`src/rtl/sfifo_rd_stream.sv`:
```
// Read-side adapter: pulls words from sfifo and presents them as a valid/ready stream framed by m_last.
// Optional macro SFIFO_RD_STREAM_BURST_GATE_EN: hold each burst back until the FIFO holds a full burst.
module sfifo_rd_stream #(
   parameter int DATA_WIDTH = 8,
   parameter int ADDR_WIDTH = 7,
   parameter int BURST_LEN  = 4
) (
   input  logic                  clk,
   input  logic                  rst_n,
   input  logic                  fifo_empty,
   input  logic [ADDR_WIDTH:0]   fifo_count,
   input  logic [DATA_WIDTH-1:0] fifo_data,
   output logic                  fifo_r_en,
   output logic                  m_valid,
   input  logic                  m_ready,
   output logic [DATA_WIDTH-1:0] m_data,
   output logic                  m_last,
   output logic [1:0]            buf_level,
   output logic                  fsm_state
);

   // Stream handshake: a beat transfers on a cycle with m_valid & m_ready; once
   // m_valid is high, m_data and m_last hold until that transfer happens.

   localparam int CW = (BURST_LEN > 1) ? $clog2(BURST_LEN) : 1;
   localparam logic [CW-1:0] LAST = CW'(BURST_LEN - 1);

   typedef enum logic {
      S_WAIT = 1'b0,
      S_RUN  = 1'b1
   } state_t;

   state_t                state;
   logic [CW-1:0]         issue_cnt;
   logic [CW-1:0]         beat_cnt;
   logic                  inflight;
   logic                  pop;
   logic                  gate_ok;
   logic [DATA_WIDTH-1:0] tail;
   logic [2:0]            committed;

   assign m_valid   = (buf_level != 2'd0);
   assign pop       = m_valid & m_ready;
   assign m_last    = m_valid & (beat_cnt == LAST);
   assign fsm_state = (state == S_RUN);

   // Slots already spoken for after this cycle: buffered plus returning, minus leaving.
   assign committed = {1'b0, buf_level} + {2'b00, inflight} - {2'b00, pop};
   assign fifo_r_en = ~fifo_empty & (committed < 3'd2) & gate_ok;

`ifdef SFIFO_RD_STREAM_BURST_GATE_EN
   localparam logic [ADDR_WIDTH:0] BURST_WORDS = (ADDR_WIDTH + 1)'(BURST_LEN);
   assign gate_ok = (state == S_RUN) | (fifo_count >= BURST_WORDS);
`else
   logic unused_count;
   assign unused_count = ^fifo_count;
   assign gate_ok      = 1'b1;
`endif

   // Two-entry skid buffer: m_data is the head register, tail holds the second word.
   always_ff @(posedge clk or negedge rst_n) begin
      if (!rst_n) begin
         buf_level <= 2'd0;
         m_data    <= '0;
         tail      <= '0;
         inflight  <= 1'b0;
      end else begin
         inflight <= fifo_r_en;
         case ({inflight, pop})
            2'b10: begin
               if (buf_level == 2'd0) m_data <= fifo_data;
               else                   tail   <= fifo_data;
               buf_level <= buf_level + 2'd1;
            end
            2'b01: begin
               m_data    <= tail;
               buf_level <= buf_level - 2'd1;
            end
            2'b11: begin
               if (buf_level == 2'd1) begin
                  m_data <= fifo_data;
               end else begin
                  m_data <= tail;
                  tail   <= fifo_data;
               end
            end
            default: begin
            end
         endcase
      end
   end

   // Burst tracking: issue side drives the FSM, pop side drives m_last framing.
   always_ff @(posedge clk or negedge rst_n) begin
      if (!rst_n) begin
         state     <= S_WAIT;
         issue_cnt <= '0;
         beat_cnt  <= '0;
      end else begin
         if (pop) begin
            beat_cnt <= (beat_cnt == LAST) ? '0 : beat_cnt + 1'b1;
         end
         if (fifo_r_en) begin
            if (issue_cnt == LAST) begin
               issue_cnt <= '0;
               state     <= S_WAIT;
            end else begin
               issue_cnt <= issue_cnt + 1'b1;
               state     <= S_RUN;
            end
         end
      end
   end

endmodule

```
`config.mk`:
```
export PLATFORM = sky130hd
export DESIGN_NAME = sfifo_rd_stream
export DESIGN_NICKNAME = d
export VERILOG_FILES = /design/src/rtl/sfifo_rd_stream.sv
export SDC_FILE = /design/constraint.sdc
export NUM_CORES = 1
export LEC_CHECK = 0
export CORE_ASPECT_RATIO = 1.5
export CORE_MARGIN = 10
export CORE_UTILIZATION = 30
export DETAILED_ROUTE_END_ITERATION = 6
export PLACE_DENSITY = 0.49
export SLEW_MARGIN = 25
export SYNTH_ARGS = -nofsm -noshare
export SYNTH_HDL_FRONTEND = slang
export SYNTH_SLANG_ARGS = --single-unit
```
`constraint.sdc`:
```
create_clock -name clk -period 4.8 [get_ports clk]
set_input_delay 1.44 -clock clk [delete_from_list [all_inputs] [get_ports clk]]
set_output_delay 1.44 -clock clk [all_outputs]
set_load 0.01 [all_outputs]
```
==> results.ini <==
[run_status]
status = completed

[synthesis]
synth_edf_count = 0
ys.warnings.count = 0
seq_area_frac_synth_pct = 44.1
synthesis.area_sq_um = 1360
syn_nets = 138
ys_types = 25
yosys.area.top_type = dfrtp_1
synth.most_common_cell = dfrtp_1
synth-compound-area-share_pct = 15.2
syn_inst = 112
synth.ff_latch_count = 24
yosysTopAreaCellShare_pct = 44.1
synthXorXnorAreaFrac_pct = 1.93
yosys.area_share.adder_pct = 6.06
yosys-top-cells-area = dfrtp_1 (44%), mux2_2 (9.9%), mux2i_1 (6.6%)
ys.flop_type = dfrtp_1
synth.top_cells.by_count = dfrtp_1 (24), mux2_2 (12), nor2_1 (10)
avgSynthCellArea_sq_um = 12.2
synth-async-reset-ratio_pct = 100
muxShareOfSynthArea_pct = 16.5
synth-simple-area-share_pct = 9.73
synth_top_family_by_area = multiplexers

[floorplan]
die_width_um = 75.0
start_util_pct = 30.5
ios = 34
die_y_um = 103
die-area_sq_um = 7690
rows = 30
design.core.area_sq_um = 4470

[power]
p_per_area_nw_per_um2 = 697
combPwrFrac_pct = 54.4
p_switching_uw = 436
sw_frac_of_total_pct = 35.5
p_leak_nw = 0.749
pwr-share-seq_pct = 31.0
power.internal_uw = 792
peakVddDrop_mv = 0.345
clockPowerShare_pct = 14.5

[critical_path]
crit_type = in2out
critPathLaunch = m_ready
max_stage_delay_ps = 350
required_ps = 3360
critPathSlowestCell = fa_2
worst_setup_path_end_kind = output port
cp.arrival_ps = 3160
start_kind = input pin
rr_startpoint = buf_level[0]$_DFFE_PN0N_
crit_buf_inv = 3
crit_fanout = 2
critical_path.cell_chain = dlygate4sd2_1 > and2b_1 > inv_2 > ha_4 > nand2b_4 > fa_2 > xor2_1 > nor3b_2 > buf_2
cp_top_family = simple AND/OR/NAND/NOR gates

[route]
wl_um = 3120
vias = 992
avgViaCountPerCell = 5.17
postRouteAntennaNets = 0
first_pass_iters = 4
drt_iter0_drc = 43
post_drt_wl_per_cell_um = 16.2
drcViolationCount = 0

[place]
postPlaceCellArea_sq_um = 1650
io_buffers = 25
gp_routability_congestion = 0.713
dp.cells = 185
dpl.hpwl_um = 2240

[global_routing]
grt_pass1_wl_um = 5340
grt_max_degree = 25
antenna_found_initial = 0
grt-ovfl-total = 0
grt_pass1_vias = 1115
grt_use_total_pct = 8.98

[finish]
multi_input_area_sq_um = 696
fin_util_pct = 39.4
finalNonFillerCells = 192
antennaDiodeCount = 0
fillers = 444
seq_area_sq_um = 601
nNetsFinal = 171
area_delta_synth_final_pct = 29.2
drive_above_1_share_pct = 25.7
fin_area_sq_um = 1760

[min_path]
hold_path_startpoint = tail[0]$_DFFE_PN0P_
holdCritPathClass = reg2reg

[clock_network]
ctsHtreeMaxLevel = 1
hold_buffers = 0
ctsLongestPathBuffers = 2
cts-buffers-inserted = 3
root_buffer = clkbuf_8
cts_sinks = 24
tritoncts = done
worstSkewPairLatency_ps = 270
clk_pin_slew_ps = 90

[sta]
post-route-period-util_pct = 95.9
slew_headroom_pct = 63.0
hold_viol_final = 0
finalSetupViolCount = 0
max_slew.worst_pin.slew_ps = 555
slew_viol_final = 0
fin_crit_ps = 4600
clock_skew_ps = 2.20
fmax_mhz = 217
rsz0062_at_grt = false

[run]
maxCapViolations = 0

## area by class of cell
class,instances,area share (%)
clock buffers,3,2.35
clock inverters,1,1.71
inverters,5,1.07
multi-input cells,76,39.5
flip-flops and latches,24,34.1
well taps,48,3.41
repair buffers,35,17.8
## kinds of logic after synthesis
group | after synthesis
flops | 24
mux | 21
simple gates | 20
xor+xnor | 3
buf+inv | 12
compound gates | 26
fa+ha+maj | 6
## placed cells by master (no fill, tap or decap), types with 2 or more instances in the layout
cell             Yosys  layout
and2b_1              2       2
clkbuf_8             0       3
nor2_1              10      10
buf_2                1       2
xnor2_1              2       2
o21ai_0              9       9
mux2i_1              9       9
dfrtp_1             24      24
mux2_2              12      12
buf_4                1      10
a221oi_1             8       8
ha_1                 5       4
nand2_1              3       3
inv_1                5       4
clkdlybuf4s50_1      0      22
a211o_1              8       8
## final timing paths
path,depth (start not counted),to,slack (ps)
worst max-delay path,9,fifo_r_en,200
worst min-delay path,1,tail[0]$_DFFE_PN0P_,510
worst max register to register,11,issue_cnt[1]$_DFFE_PN0P_,2060
worst min register to register,1,tail[0]$_DFFE_PN0P_,510
max in group asynchronous,1,tail[3]$_DFFE_PN0P_,3290
min in group asynchronous,1,m_data[4]$_DFFE_PN0P_,1150
## power groups by stage
stage | Sequential, mW | Combinational [mW] | Clock (mW)
finish | 0.381 | 0.668 | 0.179
global route | 0.397 | 0.758 | 0.191
global placement | 0.373 | 0.640 | 0
floorplan | 0.389 | 0.438 | 0
detailed placement | 0.382 | 0.662 | 0
CTS | 0.382 | 0.684 | 0.185
## flip-flops by register name, indices dropped and copies added (netlist names)
signal	flops
issue_cnt	2
fsm_state	1
beat_cnt	2
m_data	8
inflight	1
tail	8
buf_level	2
## timing repair
item                                    4_1_cts  5_1_grt
endpoints found under the setup margin        1        0
buffers inserted                              3        0
gates resized for setup                       9        0
## metrics by stage
stage / setup TNS (ps) / total power [mW] / worst slack (ps) / hold WS (ps)
floorplan: 0 / 0.828 / 150 / 481
global placement: -574 / 1.01 / -574 / 488
detailed placement: -570 / 1.04 / -570 / 494
CTS: 0 / 1.25 / 168 / 516
global route: 0 / 1.35 / 82.5 / 540
finish: 0 / 1.23 / 198 / 513
## layer usage
metal	up-vias	GRT usage (%)	wire [um]
li1	470	-	-
met1	492	9.88	1250
met2	25	15.2	1570
met3	5	2.99	244
met4	0	3.80	51
met5	-	0	0
Note: power is estimated with default switching activity, not from simulation.
